`src/rtl/rx_word_fifo_if.sv`:
```
// Receiver-to-FIFO capture handshake and FIFO drain port.
// The master side drives the capture inputs and the drain ready; the FIFO is the slave side.
interface rx_word_fifo_if #(
    parameter int unsigned WIDTH = 8
);
    logic             ack;
    logic [WIDTH-1:0] data;
    logic             out_valid;
    logic             out_ready;
    logic [WIDTH-1:0] out_data;

    modport master (
        output ack,
        output data,
        output out_ready,
        input  out_valid,
        input  out_data
    );

    modport slave (
        input  ack,
        input  data,
        input  out_ready,
        output out_valid,
        output out_data
    );
endinterface

```
`src/rtl/rx_word_fifo.sv`:
```
// Captures one receiver word per ack rising edge into a FIFO drained by valid/ready,
// and tracks the sender's incrementing sequence for overflow/sequence-error debug.
module rx_word_fifo #(
    parameter int unsigned WIDTH = 8,
    parameter int unsigned DEPTH = 8
) (
    input  logic                     clk1,
    input  logic                     rst,
    rx_word_fifo_if.slave            bus,
    input  logic                     clear,
    output logic [$clog2(DEPTH):0]   count,
    output logic                     full,
    output logic                     empty,
    output logic                     overflow,
    output logic                     seq_err,
    output logic [7:0]               err_count
);
    localparam int unsigned AW = $clog2(DEPTH);
    localparam int unsigned CW = AW + 1;

    logic             ack_q;
    logic [AW-1:0]    wr_ptr;
    logic [AW-1:0]    rd_ptr;
    logic [CW-1:0]    cnt;
    logic [WIDTH-1:0] mem [DEPTH];
    logic             overflow_q;
    logic             seq_err_q;
    logic [7:0]       err_cnt;
    logic [WIDTH-1:0] exp_word;
    logic             seq_init;

    logic push_evt;
    logic push;
    logic pop;
    logic drop;
    logic full_w;
    logic empty_w;

    // Occupancy flags decode straight from the count register.
    assign full_w  = (cnt == CW'(DEPTH));
    assign empty_w = (cnt == CW'(0));

    // One event per receiver transfer regardless of how long ack stays high.
    assign push_evt = bus.ack & ~ack_q;
    assign pop      = ~empty_w & bus.out_ready;
    assign push     = push_evt & (~full_w | pop);
    assign drop     = push_evt & full_w & ~pop;

    assign count         = cnt;
    assign full          = full_w;
    assign empty         = empty_w;
    assign bus.out_valid = ~empty_w;
    assign bus.out_data  = mem[rd_ptr];
    assign overflow      = overflow_q;
    assign seq_err       = seq_err_q;
    assign err_count     = err_cnt;

    always_ff @(posedge clk1 or posedge rst) begin
        if (rst) begin
            ack_q <= 1'b0;
        end else begin
            ack_q <= bus.ack;
        end
    end

    // Storage is deliberately not reset; out_data is only meaningful while out_valid.
    always_ff @(posedge clk1) begin
        if (push) begin
            mem[wr_ptr] <= bus.data;
        end
    end

    always_ff @(posedge clk1 or posedge rst) begin
        if (rst) begin
            wr_ptr <= '0;
            rd_ptr <= '0;
            cnt    <= '0;
        end else begin
            if (push) begin
                wr_ptr <= wr_ptr + AW'(1);
            end
            if (pop) begin
                rd_ptr <= rd_ptr + AW'(1);
            end
            case ({push, pop})
                2'b10:   cnt <= cnt + CW'(1);
                2'b01:   cnt <= cnt - CW'(1);
                default: cnt <= cnt;
            endcase
        end
    end

    // Sequence tracker also sees dropped words so it stays aligned with the sender.
    always_ff @(posedge clk1 or posedge rst) begin
        if (rst) begin
            overflow_q <= 1'b0;
            seq_err_q  <= 1'b0;
            err_cnt    <= 8'd0;
            exp_word   <= '0;
            seq_init   <= 1'b0;
        end else if (clear) begin
            overflow_q <= 1'b0;
            seq_err_q  <= 1'b0;
            err_cnt    <= 8'd0;
            seq_init   <= push_evt;
            if (push_evt) begin
                exp_word <= bus.data + WIDTH'(1);
            end
        end else begin
            if (drop) begin
                overflow_q <= 1'b1;
            end
            if (push_evt) begin
                exp_word <= bus.data + WIDTH'(1);
                seq_init <= 1'b1;
                if (seq_init && (bus.data != exp_word)) begin
                    seq_err_q <= 1'b1;
                    if (err_cnt != 8'hFF) begin
                        err_cnt <= err_cnt + 8'd1;
                    end
                end
            end
        end
    end
endmodule

```
`src/flat_wrapper.sv`:
```
// flat-port wrapper written by rule: the top's interface ports become plain ports
module rx_word_fifo_flat 
#(
    parameter int unsigned WIDTH = 8,
    parameter int unsigned DEPTH = 8
)
  (clk1, rst, clear, count, full, empty, overflow, seq_err, err_count, bus_ack, bus_data, bus_out_ready, bus_out_valid, bus_out_data);
  rx_word_fifo_if #(.WIDTH(WIDTH)) bus_i ();
  input  logic clk1;
  input  logic rst;
  input  logic clear;
  output logic [$clog2(DEPTH):0] count;
  output logic full;
  output logic empty;
  output logic overflow;
  output logic seq_err;
  output logic [7:0] err_count;
  input wire logic [$bits(bus_i.ack)-1:0] bus_ack;
  input wire logic [$bits(bus_i.data)-1:0] bus_data;
  input wire logic [$bits(bus_i.out_ready)-1:0] bus_out_ready;
  output wire logic [$bits(bus_i.out_valid)-1:0] bus_out_valid;
  output wire logic [$bits(bus_i.out_data)-1:0] bus_out_data;
  assign bus_i.ack = bus_ack;
  assign bus_i.data = bus_data;
  assign bus_i.out_ready = bus_out_ready;
  assign bus_out_valid = bus_i.out_valid;
  assign bus_out_data = bus_i.out_data;
  rx_word_fifo #(.WIDTH(WIDTH), .DEPTH(DEPTH)) u_core (.clk1(clk1), .rst(rst), .bus(bus_i), .clear(clear), .count(count), .full(full), .empty(empty), .overflow(overflow), .seq_err(seq_err), .err_count(err_count));
endmodule
```
`config.mk`:
```
export PLATFORM = sky130hd
export DESIGN_NAME = rx_word_fifo_flat
export DESIGN_NICKNAME = d
export VERILOG_FILES = /design/src/rtl/rx_word_fifo_if.sv /design/src/rtl/rx_word_fifo.sv /design/src/flat_wrapper.sv
export SDC_FILE = /design/constraint.sdc
export NUM_CORES = 1
export LEC_CHECK = 0
export CORE_ASPECT_RATIO = 0.8
export CORE_UTILIZATION = 51
export CTS_CLUSTER_SIZE = 30
export DETAILED_ROUTE_END_ITERATION = 8
export GPL_ROUTABILITY_DRIVEN = 1
export GPL_TIMING_DRIVEN = 0
export PLACE_DENSITY_LB_ADDON = 0.1
export SYNTH_ARGS = -nofsm -noshare
export SYNTH_HDL_FRONTEND = slang
export SYNTH_SLANG_ARGS = --single-unit
```
`constraint.sdc`:
```
create_clock -name clk1 -period 2.2 [get_ports clk1]
set_clock_uncertainty 0.15 [all_clocks]
set_input_delay 0.55 -clock clk1 [delete_from_list [all_inputs] [get_ports clk1]]
set_output_delay 0.55 -clock clk1 [all_outputs]
set_load 0.05 [all_outputs]
```
==> key figures <==
Outcome
  – Status: finished with violations
  – Failing checks: negative setup slack

Detailed routing
  – Initial DRC count: 120
  – Routed via count: 2529
  – DR pass1 iterations: 4
  – Avg WL per Cell: 18.6 um
  – Antenna Violating Nets Remaining: 0
  – Via density: 5.56
  – DRC viols: 0
  – DRT Wirelength: 8460 um

Hold path
  – Hold Path Class: in -> reg

Critical path
  – Critical Path AT: 2.00 ns
  – CP Max Fanout: 4
  – Crit path kind: reg -> out
  – Crit. End Element: output pin
  – CP required: 1.50 ns
  – Startpoint types: flop

Place
  – Dpl cell area: ~0.0047 sq mm
  – Buffers on Ports: 36
  – HPWL Detailed: approximately 5200 um
  – GP Congestion: 0.704
  – Post-place setup slack: -0.856 ns
  – Placed insts: 415

Clock tree
  – CTS Buffer Depth: 2
  – Clock tree root buffer cell: clkbuf_8
  – Worst-skew pair later-pin latency: 0.36 ns
  – H-tree depth: 3
  – Num CTS Buffers: 9
  – Reg clk slew, reported paths: 0.09 ns
  – Number of hold buffers added after cts: 0
  – Clk sinks: between 90 and 100
  – CTS tree: built

Synthesis
  – Synth warn: 0
  – Netlist Area Pre-Place: between 0.004 and 0.005 sq mm
  – Register area share after synthesis: 0.654
  – Mapped Cells: 274
  – Synth area leaders: edfxtp_1, dfrtp_1, mux4_2
  – Post-synth top flop: edfxtp_1
  – Post-synth top area cell: edfxtp_1
  – Syn Area/Cell: about 15 sq um
  – Post-synth cell types: 39
  – Synth Register Bits: 94
  – EDFF count, synth: 64
  – Synthesized net count: 292
  – Asr flop ratio synth: 0.319
  – Yosys top cell area share: 0.471

Run
  – MaxCap Viol Count: 0

Pwr
  – Power per cell area: 1180 mW/mm^2
  – Leakage: 1.99 nW
  – Peak VDD IR: 0.584 mV
  – Total power: approximately 6.2 mW

Floorplanning
  – Core area: 0.00757 sq mm
  – Die Footprint: ~0.0084 sq mm
  – Io pins: 38
  – Initial core utilization: 0.540
  – Rows: 28
  – DIE HEIGHT: 82.0 um
  – Die X: 102 um

Timing
  – Hold WS: 0.223 ns
  – RSZ-0062 raised after global routing: true
  – Setup violators final: 11
  – Fmax: approximately 370 MHz
  – Slew @ Worst Pin: roughly 1.1 ns
  – Minimum clock period after layout: roughly 2.7 ns
  – Slew HR: 0.233
  – Slew Viols, Final: 0
  – Setup TNS: -4.04 ns
  – Final Hold Viols: 0
  – Worst setup margin: -0.504 ns
  – Period Utilization, post-route: 1.23

GRT
  – Largest net degree at the start of global routing: 31
  – Global-route wire length before repair: roughly 13000 um
  – Initial antenna violation count: 0
  – Number of global-route vias before repair: 2491
  – Total Routing Usage GR: 0.226
  – Aggregate global routing overflow: 0

Cells and area
  – N_diodes: 0
  – Layout Nets: ~360
  – Share of layout cells above drive strength 1: 0.346
  – Final Util: 0.696
  – Fin area: 0.00526 sq mm
  – Non-filler instance count after layout: 455
  – Synth-to-layout area growth: 28.9%
## timing repair
action                                  CTS  global route
gates resized for setup                 134            29
buffers inserted                         19             5
endpoints found under the setup margin  100            51
pin swaps                                14             8
cloned                                    1             1
## per-layer routing
metal	track usage	part of all wire
met1	0.315	0.47
met5	0	0
met2	0.352	0.48
met3	0.0613	0.050
met4	0.0671	0.0076
## path summary, 6_finish.rpt
| kind | startpoint | endpoint | slack [ns] | cells past startpoint |
|---|---|---|---|---|
| max | u_core.rd_ptr[0] | bus_out_data[0] | -0.50 | 5 |
| min | bus_ack | u_core.ack_q | 0.22 | 1 |
| max reg2reg | u_core.count[0] | u_core.count[2] | -0.05 | 9 |
| min reg2reg | u_core.overflow | u_core.overflow | 0.35 | 2 |
| max in group asynchronous | rst | u_core.count[0] | 0.50 | 2 |
| min in group asynchronous | rst | u_core.rd_ptr[0] | 0.64 | 2 |
## cell families (layout without fill, tap and decap cells)
family | Yosys count | in the layout | share of synthesized area
XOR/XNOR | 20 | 20 | 0.0429
AND/OR/NAND/NOR | 75 | 75 | 0.0916
multiplexers | 29 | 29 | 0.123
flip-flops | 94 | 94 | 0.654
AO/OA/AOI/OAI | 30 | 30 | 0.0457
adder cells (fa/ha/maj) | 5 | 5 | 0.0153
buffers and inverters | 21 | 97 | 0.0267
## final cells by class
type	instances	area, sq um
well taps	105	131
flip-flops and latches	94	2680
clock inverters	7	96.3
clock buffers	9	124
fillers	530	2300
multi-input cells	159	1470
inverters	8	33.8
plain buffers	11	97.6
repair buffers	62	639
## Yosys cell counts (all sizes together), types with 2 or more instances
master,instances
nor2b,2
nor2,16
dfrtp,30
nor3,6
buf,8
nand2,26
o31ai,3
xnor2,16
mux2,11
o21ai,11
edfxtp,64
nand2b,6
nand4,3
mux4,16
or4,4
ha,5
clkbuf,5
mux2i,2
inv,8
nand3,9
a21oi,7
xor2,4
## state kept, by name (all words and copies together) (netlist names)
register	cells
u_core.exp_word	8
u_core.mem	64
u_core.seq_init	1
u_core.ack_q	1
u_core.rd_ptr	3
u_core.err_count	8
u_core.wr_ptr	3
u_core.count	4
u_core.overflow	1
u_core.seq_err	1
## power by group
part	switching (mW)	leakage (nW)	internal, mW
logic	1.42	0.931	1.31
clock network	0.601	0.103	0.642
registers	0.158	0.958	2.07
total	2.18	1.99	4.02
## layout by cell type (no fill, tap or decap), types with 8 or more instances in the layout
cell type       n
dfrtp_1        27
o21ai_0        10
buf_4          16
nor2_1          8
dlygate4sd2_1  14
nand2_1        23
clkbuf_8       11
xnor2_1        16
mux2_4          8
edfxtp_1       64
clkbuf_2        8
nand3_1         9
buf_6          12
mux4_2         16
## worst max-delay path, stage by stage, from the launching register on
cell	delay, ns
dfrtp_1	0.39
buf_8	0.14
buf_4	0.15
mux4_2	0.50
mux2_4	0.30
buf_6	0.16
No activity file was read; power rests on OpenSTA's default activity.
